### src/rtl/alu_arb_pkg.sv
// Shared definitions for the ALU sharing arbiter: opcode encodings and FSM state type.
package alu_arb_pkg;

    localparam logic [1:0] OP_ADD = 2'b00;
    localparam logic [1:0] OP_SUB = 2'b01;
    localparam logic [1:0] OP_AND = 2'b10;
    localparam logic [1:0] OP_DBL = 2'b11;

    typedef enum logic [1:0] {
        IDLE = 2'd0,
        EXEC = 2'd1,
        RESP = 2'd2
    } state_t;

endpackage

### src/rtl/alu_share_arbiter_if.sv
// Command/response bundle between the requesters plus result consumer (master) and the arbiter (slave).
interface alu_share_arbiter_if #(
    parameter int NUM_REQ = 4,
    parameter int WIDTH   = 4,
    parameter int SRC_W   = $clog2(NUM_REQ)
) ();

    logic [NUM_REQ-1:0]       req_valid;
    logic [NUM_REQ-1:0]       req_ready;
    logic [NUM_REQ*WIDTH-1:0] req_a;
    logic [NUM_REQ*WIDTH-1:0] req_b;
    logic [NUM_REQ*2-1:0]     req_op;
    logic                     rsp_valid;
    logic                     rsp_ready;
    logic [WIDTH-1:0]         rsp_result;
    logic [SRC_W-1:0]         rsp_src;
    logic                     busy;

    modport master (
        output req_valid, req_a, req_b, req_op, rsp_ready,
        input  req_ready, rsp_valid, rsp_result, rsp_src, busy
    );

    modport slave (
        input  req_valid, req_a, req_b, req_op, rsp_ready,
        output req_ready, rsp_valid, rsp_result, rsp_src, busy
    );

endinterface

### src/rtl/alu_arb_unit.sv
// Combinational WIDTH-bit ALU shared by all requesters; no carry or borrow leaves this block.
module alu_arb_unit
    import alu_arb_pkg::*;
#(
    parameter int WIDTH = 4
) (
    input  logic [WIDTH-1:0] a,
    input  logic [WIDTH-1:0] b,
    input  logic [1:0]       op,
    output logic [WIDTH-1:0] result
);

    always_comb begin
        result = '0;
        case (op)
            OP_ADD:  result = a + b;
            OP_SUB:  result = a - b;
            OP_AND:  result = a & b;
            OP_DBL:  result = a + a;
            default: result = '0;
        endcase
    end

endmodule

### src/rtl/alu_share_arbiter.sv
// Shares one ALU among NUM_REQ requesters via an IDLE/EXEC/RESP FSM.
// Define ALU_ARB_ROUND_ROBIN_EN for round-robin arbitration; otherwise lowest valid index wins.
module alu_share_arbiter
    import alu_arb_pkg::*;
#(
    parameter int NUM_REQ = 4,
    parameter int WIDTH   = 4,
    parameter int SRC_W   = $clog2(NUM_REQ)
) (
    input  logic               clk,
    input  logic               reset,
    alu_share_arbiter_if.slave bus
);

    state_t             state_q, state_d;
    logic [WIDTH-1:0]   a_q, a_d, b_q, b_d;
    logic [1:0]         op_q, op_d;
    logic [SRC_W-1:0]   src_q, src_d;
    logic [WIDTH-1:0]   result_q, result_d;
    logic [SRC_W-1:0]   rsp_src_q, rsp_src_d;
    logic [WIDTH-1:0]   alu_result;
    logic [SRC_W-1:0]   grant;
    logic               grant_found;
    logic               accept;
    logic [NUM_REQ-1:0] ready;

`ifdef ALU_ARB_ROUND_ROBIN_EN
    logic [SRC_W-1:0] ptr_q, ptr_d;

    // Search starts at ptr and wraps, so the most recent winner drops to lowest priority.
    always_comb begin
        int               idx_int;
        logic [SRC_W-1:0] idx;
        grant       = '0;
        grant_found = 1'b0;
        for (int k = 0; k < NUM_REQ; k++) begin
            idx_int = int'(ptr_q) + k;
            if (idx_int >= NUM_REQ) idx_int = idx_int - NUM_REQ;
            idx = SRC_W'(idx_int);
            if (!grant_found && bus.req_valid[idx]) begin
                grant       = idx;
                grant_found = 1'b1;
            end
        end
    end

    always_comb begin
        ptr_d = ptr_q;
        if (accept) ptr_d = (int'(grant) == NUM_REQ - 1) ? '0 : grant + 1'b1;
    end

    always_ff @(posedge clk or posedge reset) begin
        if (reset) ptr_q <= '0;
        else       ptr_q <= ptr_d;
    end
`else
    always_comb begin
        grant       = '0;
        grant_found = 1'b0;
        for (int i = NUM_REQ - 1; i >= 0; i--) begin
            if (bus.req_valid[i]) begin
                grant       = SRC_W'(i);
                grant_found = 1'b1;
            end
        end
    end
`endif

    assign accept = (state_q == IDLE) && grant_found && !reset;

    alu_arb_unit #(.WIDTH(WIDTH)) u_alu (
        .a      (a_q),
        .b      (b_q),
        .op     (op_q),
        .result (alu_result)
    );

    always_comb begin
        state_d   = state_q;
        a_d       = a_q;
        b_d       = b_q;
        op_d      = op_q;
        src_d     = src_q;
        result_d  = result_q;
        rsp_src_d = rsp_src_q;
        ready     = '0;
        case (state_q)
            IDLE: begin
                if (accept) begin
                    ready[grant] = 1'b1;
                    a_d          = bus.req_a[int'(grant)*WIDTH +: WIDTH];
                    b_d          = bus.req_b[int'(grant)*WIDTH +: WIDTH];
                    op_d         = bus.req_op[int'(grant)*2 +: 2];
                    src_d        = grant;
                    state_d      = EXEC;
                end
            end
            EXEC: begin
                result_d  = alu_result;
                rsp_src_d = src_q;
                state_d   = RESP;
            end
            RESP: begin
                if (bus.rsp_ready) state_d = IDLE;
            end
            default: state_d = IDLE;
        endcase
    end

    always_ff @(posedge clk or posedge reset) begin
        if (reset) begin
            state_q   <= IDLE;
            a_q       <= '0;
            b_q       <= '0;
            op_q      <= '0;
            src_q     <= '0;
            result_q  <= '0;
            rsp_src_q <= '0;
        end else begin
            state_q   <= state_d;
            a_q       <= a_d;
            b_q       <= b_d;
            op_q      <= op_d;
            src_q     <= src_d;
            result_q  <= result_d;
            rsp_src_q <= rsp_src_d;
        end
    end

    assign bus.req_ready  = ready;
    assign bus.rsp_valid  = (state_q == RESP);
    assign bus.rsp_result = result_q;
    assign bus.rsp_src    = rsp_src_q;
    assign bus.busy       = (state_q != IDLE);

endmodule
### src/flat_wrapper.sv
// flat-port wrapper written by rule: the top's interface ports become plain ports
module alu_share_arbiter_flat import alu_arb_pkg::*;
#(
    parameter int NUM_REQ = 4,
    parameter int WIDTH   = 4,
    parameter int SRC_W   = $clog2(NUM_REQ)
)
  (clk, reset, bus_req_valid, bus_req_a, bus_req_b, bus_req_op, bus_rsp_ready, bus_req_ready, bus_rsp_valid, bus_rsp_result, bus_rsp_src, bus_busy);
  alu_share_arbiter_if #(.NUM_REQ(NUM_REQ), .WIDTH(WIDTH), .SRC_W(SRC_W)) bus_i ();
  input  logic clk;
  input  logic reset;
  input wire logic [$bits(bus_i.req_valid)-1:0] bus_req_valid;
  input wire logic [$bits(bus_i.req_a)-1:0] bus_req_a;
  input wire logic [$bits(bus_i.req_b)-1:0] bus_req_b;
  input wire logic [$bits(bus_i.req_op)-1:0] bus_req_op;
  input wire logic [$bits(bus_i.rsp_ready)-1:0] bus_rsp_ready;
  output wire logic [$bits(bus_i.req_ready)-1:0] bus_req_ready;
  output wire logic [$bits(bus_i.rsp_valid)-1:0] bus_rsp_valid;
  output wire logic [$bits(bus_i.rsp_result)-1:0] bus_rsp_result;
  output wire logic [$bits(bus_i.rsp_src)-1:0] bus_rsp_src;
  output wire logic [$bits(bus_i.busy)-1:0] bus_busy;
  assign bus_i.req_valid = bus_req_valid;
  assign bus_i.req_a = bus_req_a;
  assign bus_i.req_b = bus_req_b;
  assign bus_i.req_op = bus_req_op;
  assign bus_i.rsp_ready = bus_rsp_ready;
  assign bus_req_ready = bus_i.req_ready;
  assign bus_rsp_valid = bus_i.rsp_valid;
  assign bus_rsp_result = bus_i.rsp_result;
  assign bus_rsp_src = bus_i.rsp_src;
  assign bus_busy = bus_i.busy;
  alu_share_arbiter #(.NUM_REQ(NUM_REQ), .WIDTH(WIDTH), .SRC_W(SRC_W)) u_core (.clk(clk), .reset(reset), .bus(bus_i));
endmodule
### config.mk
export PLATFORM = sky130hd
export DESIGN_NAME = alu_share_arbiter_flat
export DESIGN_NICKNAME = d
export VERILOG_FILES = /design/src/rtl/alu_arb_pkg.sv /design/src/rtl/alu_share_arbiter_if.sv /design/src/rtl/alu_arb_unit.sv /design/src/rtl/alu_share_arbiter.sv /design/src/flat_wrapper.sv
export SDC_FILE = /design/constraint.sdc
export NUM_CORES = 1
export LEC_CHECK = 0
export ABC_AREA = 1
export BUFFER_PORTS_ARGS = -buffer_cell sky130_fd_sc_hd__buf_2
export CORE_UTILIZATION = 40
export DETAILED_ROUTE_END_ITERATION = 8
export PLACE_DENSITY = 0.74
export SKIP_LAST_GASP = 1
export SLEW_MARGIN = 20
export SYNTH_ARGS = -nofsm -noshare
export SYNTH_HDL_FRONTEND = slang
export SYNTH_SLANG_ARGS = --single-unit
### constraint.sdc
create_clock -name clk -period 2.15 [get_ports clk]
set_input_delay 0.3225 -clock clk [delete_from_list [all_inputs] [get_ports clk]]
set_output_delay 0.3225 -clock clk [all_outputs]
set_load 0.005 [all_outputs]
* After elaboration in Yosys (flattened, before gate mapping)
Cells that the tools add are included.
** Operators by class
- Multipliers :: 0
- Shift operators :: 3
- Reduce and logical (&&, ||, !) cells :: 9
- Equality and inequality tests :: 7
- Magnitude comparators :: 2
- Mux-type cells :: 16
- Divide/modulo/power cells :: 0
- Bitwise gates (word level) :: 1
- Add/sub/neg operators :: 3
** Operators with widths (number)
- indexed part select 16 x 5 -> 4 bit :: 2
- case mux 4 bit (4 select lines) :: 1
- two-way mux 2 bit :: 6
- adder 4 bit :: 2
- two-way mux 4 bit :: 2
- indexed part select 8 x 4 -> 2 bit :: 1
- == test 2 bit, second input constant :: 3
- case mux 2 bit (3 select lines) :: 1
- two-way mux 1 bit :: 5
- AND 4 bit :: 1
- == test 2 x 1 -> 1 bit, second input constant :: 2
- logical NOT 2 bit :: 2
- AND reduction 2 bit :: 2
- subtractor 4 bit :: 1
- logical AND 1 bit :: 3
- less-than comparator 2 x 3 -> 1 bit, second input constant :: 1
- demux 1 bit (select 2 bit) :: 1
- >= comparator 2 x 1 -> 1 bit, second input constant :: 1
- != test 2 x 1 -> 1 bit, second input constant :: 1
- != test 2 bit, second input constant :: 1
- nonzero test 2 bit :: 1
- logical NOT 1 bit :: 1
** Storage, ports and cells
- Memory bits (read-only) :: 0
- Input bits :: 47
- Bits in latches :: 0
- Word-level logic and storage cells :: 48
- Memories :: 0
- Output and inout port bits :: 12
- Memory bits (writable) :: 0
- Register bits after elaboration :: 20

* Longest topological paths before layout
Gate-level depths: netlist of the first run.
- Depth in word-level cells :: 10
- Depth in mapped cells :: 12

* By module
Synthesis of the first run repeated with hierarchy kept, for this count alone.
** Unflattened totals
- Cell total of the unflattened synthesis :: 232
- Area, all modules :: 1579.0 um^2
** Modules (own cells, without submodules)
- alu_share_arbiter :: area an instance 1265.0 um^2, cells an instance 177, times used 1
- alu_arb_unit :: area an instance 314.1 um^2, cells an instance 55, times used 1

* Worst setup path after synthesis of the first run
Ideal clock, no wire load.
- Kind :: input-to-output
- Start point :: input reset
- End point :: output bus_req_ready[0]
- Arrival time :: 1580 ps
- Setup slack :: 247 ps
- Stages :: 6
- Path through :: inv_1 nand3_1 a21oi_2 inv_2 buf_2 nor2_1
** Between the ends
- Cells in the longest elaborated chain, start to end :: 4
** Ends and longest elaborated chain
- start, declared :: line flat_wrapper.sv:11 : input logic reset;
- logical NOT 1 bit :: line alu_share_arbiter.sv:69 : assign accept = (state_q == IDLE) && grant_found && !reset;
- logical AND 1 bit :: line alu_share_arbiter.sv:69
- two-way mux 4 bit :: line alu_share_arbiter.sv:89 : if (accept) begin
- two-way mux 4 bit :: line alu_share_arbiter.sv:87 : case (state_q)
- end, declared :: line flat_wrapper.sv:17 : output wire logic [$bits(bus_i.req_ready)-1:0] bus_req_ready;
Every way passes these cells.

* Worst setup path after layout of the first run
- Start point :: register u_core.b_q[1]
- End point :: register u_core.result_q[2], in the netlist u_core.bus.rsp_result[2]
** Between the ends
- Cells in the longest elaborated chain, start to end :: 2
- Elaborated cells between the ends (all ways) :: 3
- Classes of those cells :: add/sub: 2; mux: 1
** Ends and longest elaborated chain
- start, declared :: line alu_share_arbiter.sv:16 : logic [WIDTH-1:0] a_q, a_d, b_q, b_d;
- start signal, assigned :: line alu_share_arbiter.sv:114 : b_q <= '0;
- start signal, assigned :: line alu_share_arbiter.sv:122 : b_q <= b_d;
- subtractor 4 bit or adder 4 bit (tied branches) :: line alu_arb_unit.sv:17, alu_arb_unit.sv:16
- case mux 4 bit (4 select lines) (*) :: line alu_arb_unit.sv:15 : case (op)
- end signal, assigned :: line alu_share_arbiter.sv:125 : result_q <= result_d;
- end, declared :: line alu_share_arbiter.sv:19 : logic [WIDTH-1:0] result_q, result_d;
Mark *: on every way between the ends. The rest lies on a longest branch, timed or not.
A chain may end at the register's enable or synchronous reset.

==> results of run 1 <==
-- layer usage --
metal,global-route usage [%],up-vias
li1,-,811
met1,25.0,672
met2,35.6,60
met3,2.10,3
met4,5.71,0
met5,0,-
-- worst max path at each step --
stage | start | end | slack, ps
after global routing | u_core.b_q[1]$_DFFE_PP0P_ | u_core.bus.rsp_result[2]$_DFFE_PP0N_ | -8
final | u_core.b_q[1]$_DFFE_PP0P_ | u_core.bus.rsp_result[2]$_DFFE_PP0N_ | 100
after detailed placement | u_core.b_q[1]$_DFFE_PP0P_ | u_core.bus.rsp_result[2]$_DFFE_PP0N_ | 70
after CTS | u_core.b_q[1]$_DFFE_PP0P_ | u_core.bus.rsp_result[2]$_DFFE_PP0N_ | 40
after global placement | u_core.b_q[0]$_DFFE_PP0P_ | u_core.bus.rsp_result[2]$_DFFE_PP0N_ | 190
after floorplan | reset | bus_req_ready[0] | 250
-- where the power goes --
part,internal (mW),switching (mW),total [mW]
registers,0.551,0.169,0.720
clock network,0.103,0.117,0.220
logic,0.510,0.672,1.18
total,1.16,0.958,2.12
-- through the flow --
stage | setup slack, ps | cells | TNS [ps]
4_1_cts | 38.1 | 315 | 0
6_report | 104 | 317 | 0
5_1_grt | -8.05 | 317 | -8.05
3_3_place_gp | 190 | 311 | 0
3_5_place_dp | 66.3 | 311 | 0
2_1_floorplan | 247 | 210 | 0
-- layout make-up --
type / count / share of cell area [%]
inverters: 34 / 6.98
flip-flops and latches: 20 / 27.4
repair buffers: 66 / 19.2
well taps: 46 / 3.15
multi-input cells: 147 / 41.4
clock buffers: 4 / 1.98
-- logic make-up after synthesis --
kind of cell               Yosys count  synth area share, %
xor gates and xnor gates             1                0.621
AOI/OAI and AO/OA                   40                 15.3
buffers and inverters               43                 12.3
DFF                                 20                 35.5
and+or+nand+nor                    101                 31.3
adders and majority gates            5                 4.96
-- timing repair --
action / 4_1_cts / 5_1_grt
setup buffers: 0 / 2
hold buffers: 0 / 0
gates resized for setup: 3 / 2
pin swaps: 0 / 2
setup endpoints to repair: 2 / 3
hold endpoints to repair: 0 / 0
-- sequential cells by signal (all words and copies together) (netlist names) --
name,count
u_core.bus.rsp_result,4
u_core.b_q,4
u_core.bus.rsp_src,2
u_core.src_q,2
u_core.state_q,2
u_core.a_q,4
u_core.op_q,2
-- cell usage in the layout (no fill, tap or decap), drive strengths merged --
cell and count:
ha 4, o21ai 8, fa 1, buf 66, dfrtp 20, nand2 27, a21oi 27, a31oi 3
nor2 26, clkbuf 4, o22ai 1, inv 34, nand3 47, xor2 1, nor3 1, a221oi 1
-- critical path: stages, from the launching register on --
cell and delay [ps]:
dfrtp_1 400, inv_1 90, ha_1 300, a221oi_2 290, a21oi_2 90, fa_2 370, inv_1 60, nand2_1 50
a21oi_1 130, a31oi_1 60, o21ai_1 150
==> flow_summary.yaml, run 1 <==
setup_path:
  required_ps: 2380
  arrival_ps: 2280
  setup.worst_path.start_class: "flop"
  reg2reg_to: "u_core.bus.rsp_result[2]$_DFFE_PP0N_"
  critPathKind: "reg2reg"
  worstPathMaxFanout: 4
  r2r-start: "u_core.b_q[1]$_DFFE_PP0P_"
  endpoint_kind: "flop"
  reg2reg_depth: 10
  rrSetupSlack_ps: 100
worst_hold_path:
  hp-class: "in2async"
logic_synthesis:
  synth-edff-count: 0
  synth_nets: 262
  synth-warning-count: 0
  ys_top_cells_by_area: "dfrtp_1 35%, nand3_1 17%, a21oi_1 9.2%"
  synth_commonest_cells: "47 x nand3_1, 33 x inv_1, 27 x nand2_1"
  synth_seq_area_share_pct: 35.5
  synth_cell_types: 22
  avgSynthCellArea_sq_um: 6.72
  netlist_area_sq_um: 1410
  synthCells: 210
  ys_ff_latch: 20
  async_reset_ff_share_pct: 100
  synth_ff_type: "dfrtp_1"
  netlist.top_cell.by_area: "dfrtp_1"
  synth_top_area_share_pct: 35.5
  synthMostInstantiatedCell: "nand3_1"
timing:
  finalCriticalPeriod_ps: 2050
  rsz0062_at_grt: "yes"
  slew_headroom_pct: 54.9
  clock_skew_ps: 3.93
  tightestPinTransition_ps: 674
  holdWs_ps: 53.5
  setup_violations: 0
  hold_viol: 0
  slew_viol_final: 0
  period_share_pct: 95.1
  max_freq_ghz: 0.489
global_routing:
  grt_pass1_wl_um: 5540
  antenna_found_initial: 0
  first_global_vias: 1306
  grt_max_degree: 23
  gr-total-overflow: 0
  gr-usage-all-layers_pct: 19.7
finish:
  final_area_sq_um: 1830
  antennaDiodeCount: 0
  fillCellCount: 361
  regArea_sq_um: 500
  final_core_util_pct: 54.4
  drive_above_1_share_pct: 28.4
  multi_input_area_sq_um: 757
  nets: 324
  syn_to_final_growth_pct: 29.6
die:
  die_h_um: 61.4
  die_w_um: 61.4
  row_count: 21
  core-area_sq_um: 3360
  die_area_sq_um: 3770
  initial_core_util_pct: 42.0
  io_pins: 59
detailed_routing:
  drt-met1-wl_um: 1580
  drc_errors: 0
  wl_met2_um: 1660
  dr_total_vias: 1546
  ant_nets: 0
  totalWireLength_um: 3430
  drt-pass1-iter-count: 4
  first_iter_violations: 39
  via_per_inst: 4.88
  wl_met3_um: 174
  route.detailed.wl_per_inst_um: 10.8
  top_layer: "met4"
cts:
  cts_tree: "yes"
  cts_buffers: 3
  htreeDepth: 1
  clkTransAtPathRegs_ps: 110
  clock-sinks: 20
  clock_latency_ps: 300
  clockRootBuffer: "clkbuf_4"
  cts_buffer_depth: 2
outcome:
  status: "finished, final reports clean"
place:
  hpwl_um: 2720
  port_buffers: 58
  finalWeightedCongestion: 0.846
  placed_cell_area_sq_um: 1760
flow_run:
  drv_cap: 0
power_and_ir_drop:
  p_leak_nw: 1.01
  power.density_nw_per_um2: 1160
  max-vdd-ir-drop_uv: 363
  power_mw: 2.12
Note: power is estimated with default switching activity, not from simulation.
==> run 2, diff against run 1 <==
Settings changed: CORE_MARGIN from default to 3.
==> run 2 against run 1 <==
Net effect:
- fmax is 2.0% higher
- clock skew is 5.3 ps higher
- global-route usage is 2.7 points lower
- largest cell class unchanged
- utilization is 1.9 points higher
- highest routed layer unchanged
- combinational power hardly changed
- setup slack better by 41 ps
- critical path type unchanged
- critical endpoint unchanged
- clock power is 21% lower
==> flow_summary.yaml, run 2 (synthesis gave the netlist of run 1 again) <==
place:
  hpwl_um: 2860
  pre_cts_slack_ps: 123
  finalWeightedCongestion: 0.891
  port_buffers: 58
  placed_cell_area_sq_um: 1760
timing:
  period_share_pct: 93.3
  finalWorstSetupSlack_ps: 145
  max_freq_ghz: 0.499
  finalCriticalPeriod_ps: 2010
  slew_viol_final: 0
  slew_headroom_pct: 55.6
  rsz0062_at_grt: "no"
  setup_violations: 0
  hold_viol: 0
  tightestPinTransition_ps: 663
  finalSetupTns_ps: 0
  clock_skew_ps: 9.25
finish:
  antennaDiodeCount: 0
  final_common_cell: "buf_2"
  final_area_sq_um: 1800
  syn_to_final_growth_pct: 27.7
  final_cell_mix: "58 x buf_2, 47 x nand3_1, 33 x inv_1"
  nets: 323
  drive_above_1_share_pct: 28.3
flow_run:
  drv_cap: 0
die:
  initial_core_util_pct: 44.1
  die_area_sq_um: 4280
  core-area_sq_um: 3200
  io_pins: 59
  die_w_um: 65.4
  row_count: 20
  die_h_um: 65.4
power_and_ir_drop:
  swShare_pct: 45.7
  power.share.clock_pct: 8.4
  power.density_nw_per_um2: 1150
  seq_power_share_pct: 34.3
  comb_power_share_pct: 57.3
  max-vdd-ir-drop_uv: 364
  p_leak_nw: 0.994
  power_switching_uw: 944
  p_int_mw: 1.12
cts:
  ctsHoldBuffers: 0
  clkTransAtPathRegs_ps: 110
  cts_tree: "yes"
  clock_latency_ps: 300
  cts_buffer_depth: 2
  htreeDepth: 1
  clock-sinks: 20
  cts_buffers: 3
  clockRootBuffer: "clkbuf_4"
global_routing:
  gr-usage-all-layers_pct: 17.1
  grt_max_degree: 23
  grt_pass1_wl_um: 5850
  gr-total-overflow: 0
  antenna_found_initial: 0
  first_global_vias: 1389
outcome:
  status: "finished, final reports clean"
setup_path:
  endpoint_kind: "flop"
  worstPathMaxFanout: 3
  arrival_ps: 2200
  critPathKind: "reg2reg"
  setup.worst_path.start_class: "flop"
  required_ps: 2340
detailed_routing:
  totalWireLength_um: 3530
  dr_total_vias: 1540
  via_per_inst: 4.92
  drc_errors: 0
  drt-pass1-iter-count: 4
  first_iter_violations: 57
  ant_nets: 0
  route.detailed.wl_per_inst_um: 11.3
worst_hold_path:
  hp-class: "in2async"
[run 2: metal layers]
layer | vias to the layer above | global-route usage [%] | routed length (um)
li1 | 811 | - | -
met5 | - | 0 | 0
met1 | 671 | 22.0 | 1600
met2 | 53 | 29.1 | 1630
met4 | 0 | 4.66 | 41
met3 | 5 | 3.25 | 256
[run 2: timing repair]
item / in CTS / in global routing
setup buffers: 0 / 1
endpoints found under the setup margin: 0 / 1
hold endpoints to repair: 0 / 0
gates resized for setup: 0 / 5
[run 2: critical path: stages (launching register included)]
cell and delay (ps):
dfrtp_1 380, inv_1 80, ha_1 310, a221oi_2 280
a21oi_2 80, fa_2 370, nand2_1 100, a21oi_2 60
a31oi_1 160, o21ai_1 80
[run 2: final timing paths]
check | startpoint | to | slack (ps) | cells after the start
worst min-delay path | reset | u_core.bus.rsp_result[0]$_DFFE_PP0N_ | 50 | 3
worst max register to register | u_core.b_q[0]$_DFFE_PP0P_ | u_core.bus.rsp_result[2]$_DFFE_PP0N_ | 140 | 9
max in group asynchronous | reset | u_core.a_q[3]$_DFFE_PP0P_ | 1900 | 3
min in group clk | bus_rsp_ready | u_core.state_q[1]$_DFFE_PP0P_ | 200 | 2
worst max-delay path | u_core.b_q[0]$_DFFE_PP0P_ | u_core.bus.rsp_result[2]$_DFFE_PP0N_ | 140 | 9
worst min register to register | u_core.bus.rsp_src[0]$_DFFE_PP0N_ | u_core.bus.rsp_src[0]$_DFFE_PP0N_ | 490 | 2
[run 2: metrics by stage]
| step | std cells | utilization (%) | hold slack [ps] | power, mW |
|---|---|---|---|---|
| detailed placement | 309 | 54.8 | 386 | 1.82 |
| global placement | 309 | 54.8 | 389 | 1.79 |
| finish | 313 | 56.3 | 47.4 | 2.07 |
| CTS | 312 | 55.5 | 55.5 | 1.99 |
| global route | 313 | 56.3 | 84.6 | 2.33 |
| floorplan | 210 | - | 295 | 1.50 |
[run 2: layout make-up]
cell class | count | area [sq um]
sequential | 20 | 500
multi-input combinational | 147 | 753
timing repair buffer | 65 | 343
inverter | 34 | 128
fill | 342 | 1400
clock buffer | 3 | 22.5
tap | 44 | 55.1
[run 2: power groups by stage]
stage,clock [mW],combinational [mW],sequential (mW)
6_report,0.174,1.18,0.709
5_1_grt,0.193,1.40,0.734
4_1_cts,0.178,1.11,0.706
3_5_place_dp,0,1.10,0.714
3_3_place_gp,0,1.07,0.710
2_1_floorplan,0,0.817,0.685
==> run 3, diff against run 2 <==
Settings changed: GPL_ROUTABILITY_DRIVEN from default to 0.
Clock period 2.15 ns to 1.95 ns, I/O delays scaled along.
==> run 3 against run 2 <==
Net effect:
- global-route usage increased by 0.98 points
- clock power rose by 40%
- wire length grew 3.5%
- setup slack worse by 86 ps
- cell area increased by 5.8%
==> flow_summary.yaml, run 3 (synthesis gave the netlist of run 1 again) <==
cts:
  ctsHoldBuffers: 0
  cts_tree: "yes"
  cts_buffer_depth: 2
  clkTransAtPathRegs_ps: 110
  clock-sinks: 20
  clockRootBuffer: "clkbuf_4"
  cts_buffers: 3
  htreeDepth: 1
  clock_latency_ps: 310
power_and_ir_drop:
  power_mw: 2.55
  p_leak_nw: 1.04
  power.density_nw_per_um2: 1340
  max-vdd-ir-drop_uv: 407
die:
  core-area_sq_um: 3200
  die_h_um: 65.4
  io_pins: 59
  row_count: 20
  initial_core_util_pct: 44.1
  die_area_sq_um: 4280
  die_w_um: 65.4
place:
  placed_cell_area_sq_um: 1800
  hpwl_um: 2930
  port_buffers: 58
setup_path:
  critPathMaxStageDelay_ps: 410
  setup.worst_path.start_class: "flop"
  critPathKind: "reg2reg"
  endpoint_kind: "flop"
  crit_chain: "inv_2, ha_4, a221oi_4, a21oi_2, fa_2, nand2_1, a21oi_2, a31oi_1, o21ai_1"
  required_ps: 2150
  crit_top_cell: "a21oi_2"
  worstPathMaxFanout: 2
  arrival_ps: 2090
  cpMaxStageDelayCell: "dfrtp_1"
timing:
  finalCriticalPeriod_ps: 1890
  period_share_pct: 97.0
  max_freq_ghz: 0.529
  clock_skew_ps: 4.81
  slew_viol_final: 0
  rsz0062_at_grt: "yes"
  slew_headroom_pct: 69.3
  setup_violations: 0
  tightestPinTransition_ps: 459
  hold_viol: 0
finish:
  nets: 330
  final_area_sq_um: 1910
  regArea_sq_um: 500
  final_cell_mix: "58 x buf_2, 45 x nand3_1, 30 x inv_1"
  fillCellCount: 345
  antennaDiodeCount: 0
  drive_above_1_share_pct: 32.9
  final_common_cell: "buf_2"
  syn_to_final_growth_pct: 35.0
  multi_input_area_sq_um: 791
detailed_routing:
  via_per_inst: 4.91
  first_iter_violations: 46
  drt-pass1-iter-count: 4
  ant_nets: 0
  drc_errors: 0
  route.detailed.wl_per_inst_um: 11.4
  totalWireLength_um: 3660
  dr_total_vias: 1576
global_routing:
  gr-usage-all-layers_pct: 18.0
  gr-total-overflow: 0
  first_global_vias: 1459
  grt_pass1_wl_um: 6080
  antenna_found_initial: 0
  grt_max_degree: 21
worst_hold_path:
  hp-class: "in2async"
outcome:
  status: "finished, final reports clean"
flow_run:
  drv_cap: 0
run 3: changes by cell type in the layout (fill, tap and decap cells not counted), sizes merged:
cell and delta:
buf +7, clkbuf +1
run 3: per-stage QoR:
step                util (%)  cells  setup WS (ps)  hold WS, ps  setup TNS (ps)
detailed placement      56.2    315          -39.7          360           -39.7
floorplan                  -    210           58.8          265               0
finish                  59.5    321           59.3         26.8               0
CTS                     57.7    319           1.59         20.0               0
global placement        56.2    315           28.0          356               0
global route            59.5    321          -44.5         51.6           -63.5
run 3: cell type report:
cell class / count / share of cell area [%]
multi-input cells: 147 / 41.5
clock buffers: 4 / 1.90
repair buffers: 72 / 20.7
flip-flops and latches: 20 / 26.3
inverters: 34 / 6.70
well taps: 44 / 2.89
run 3: where the power goes:
part / internal [mW] / switching [mW]
clock: 0.114 / 0.129
combinational: 0.688 / 0.852
sequential: 0.608 / 0.158
total: 1.41 / 1.14
run 3: layer usage:
layer	part of all wire [%]	up-vias	global-route usage [%]
li1	-	822	-
met1	43	665	23.0
met2	46	80	30.1
met3	9.2	9	2.91
met4	1.9	0	7.77
met5	0	-	0
run 3: path summary, 6_finish.rpt:
check	slack, ps	cells after the start	end	start
max	60	9	u_core.bus.rsp_result[2]$_DFFE_PP0N_	u_core.b_q[1]$_DFFE_PP0P_
min	30	3	u_core.bus.rsp_result[3]$_DFFE_PP0N_	reset
max reg2reg	60	9	u_core.bus.rsp_result[2]$_DFFE_PP0N_	u_core.b_q[1]$_DFFE_PP0P_
min reg2reg	500	2	u_core.bus.rsp_src[0]$_DFFE_PP0N_	u_core.bus.rsp_src[0]$_DFFE_PP0N_
max in group asynchronous	1720	3	u_core.src_q[0]$_DFFE_PP0P_	reset
min in group clk	160	2	u_core.state_q[1]$_DFFE_PP0P_	bus_rsp_ready
run 3: worst max-delay path, delay by kind of cell (launching register included):
family / cells / cell delay (ps)
buffers and inverters: 1 / 100
AO/OA/AOI/OAI: 5 / 590
flip-flops: 1 / 410
AND/OR/NAND/NOR: 1 / 90
adder cells (fa/ha/maj): 2 / 600
run 3: timing repair:
| action | CTS | global route |
|---|---|---|
| resized for setup | 3 | 10 |
| setup endpoints to repair | 1 | 4 |
| pin swaps | 0 | 4 |
| setup buffers | 0 | 2 |
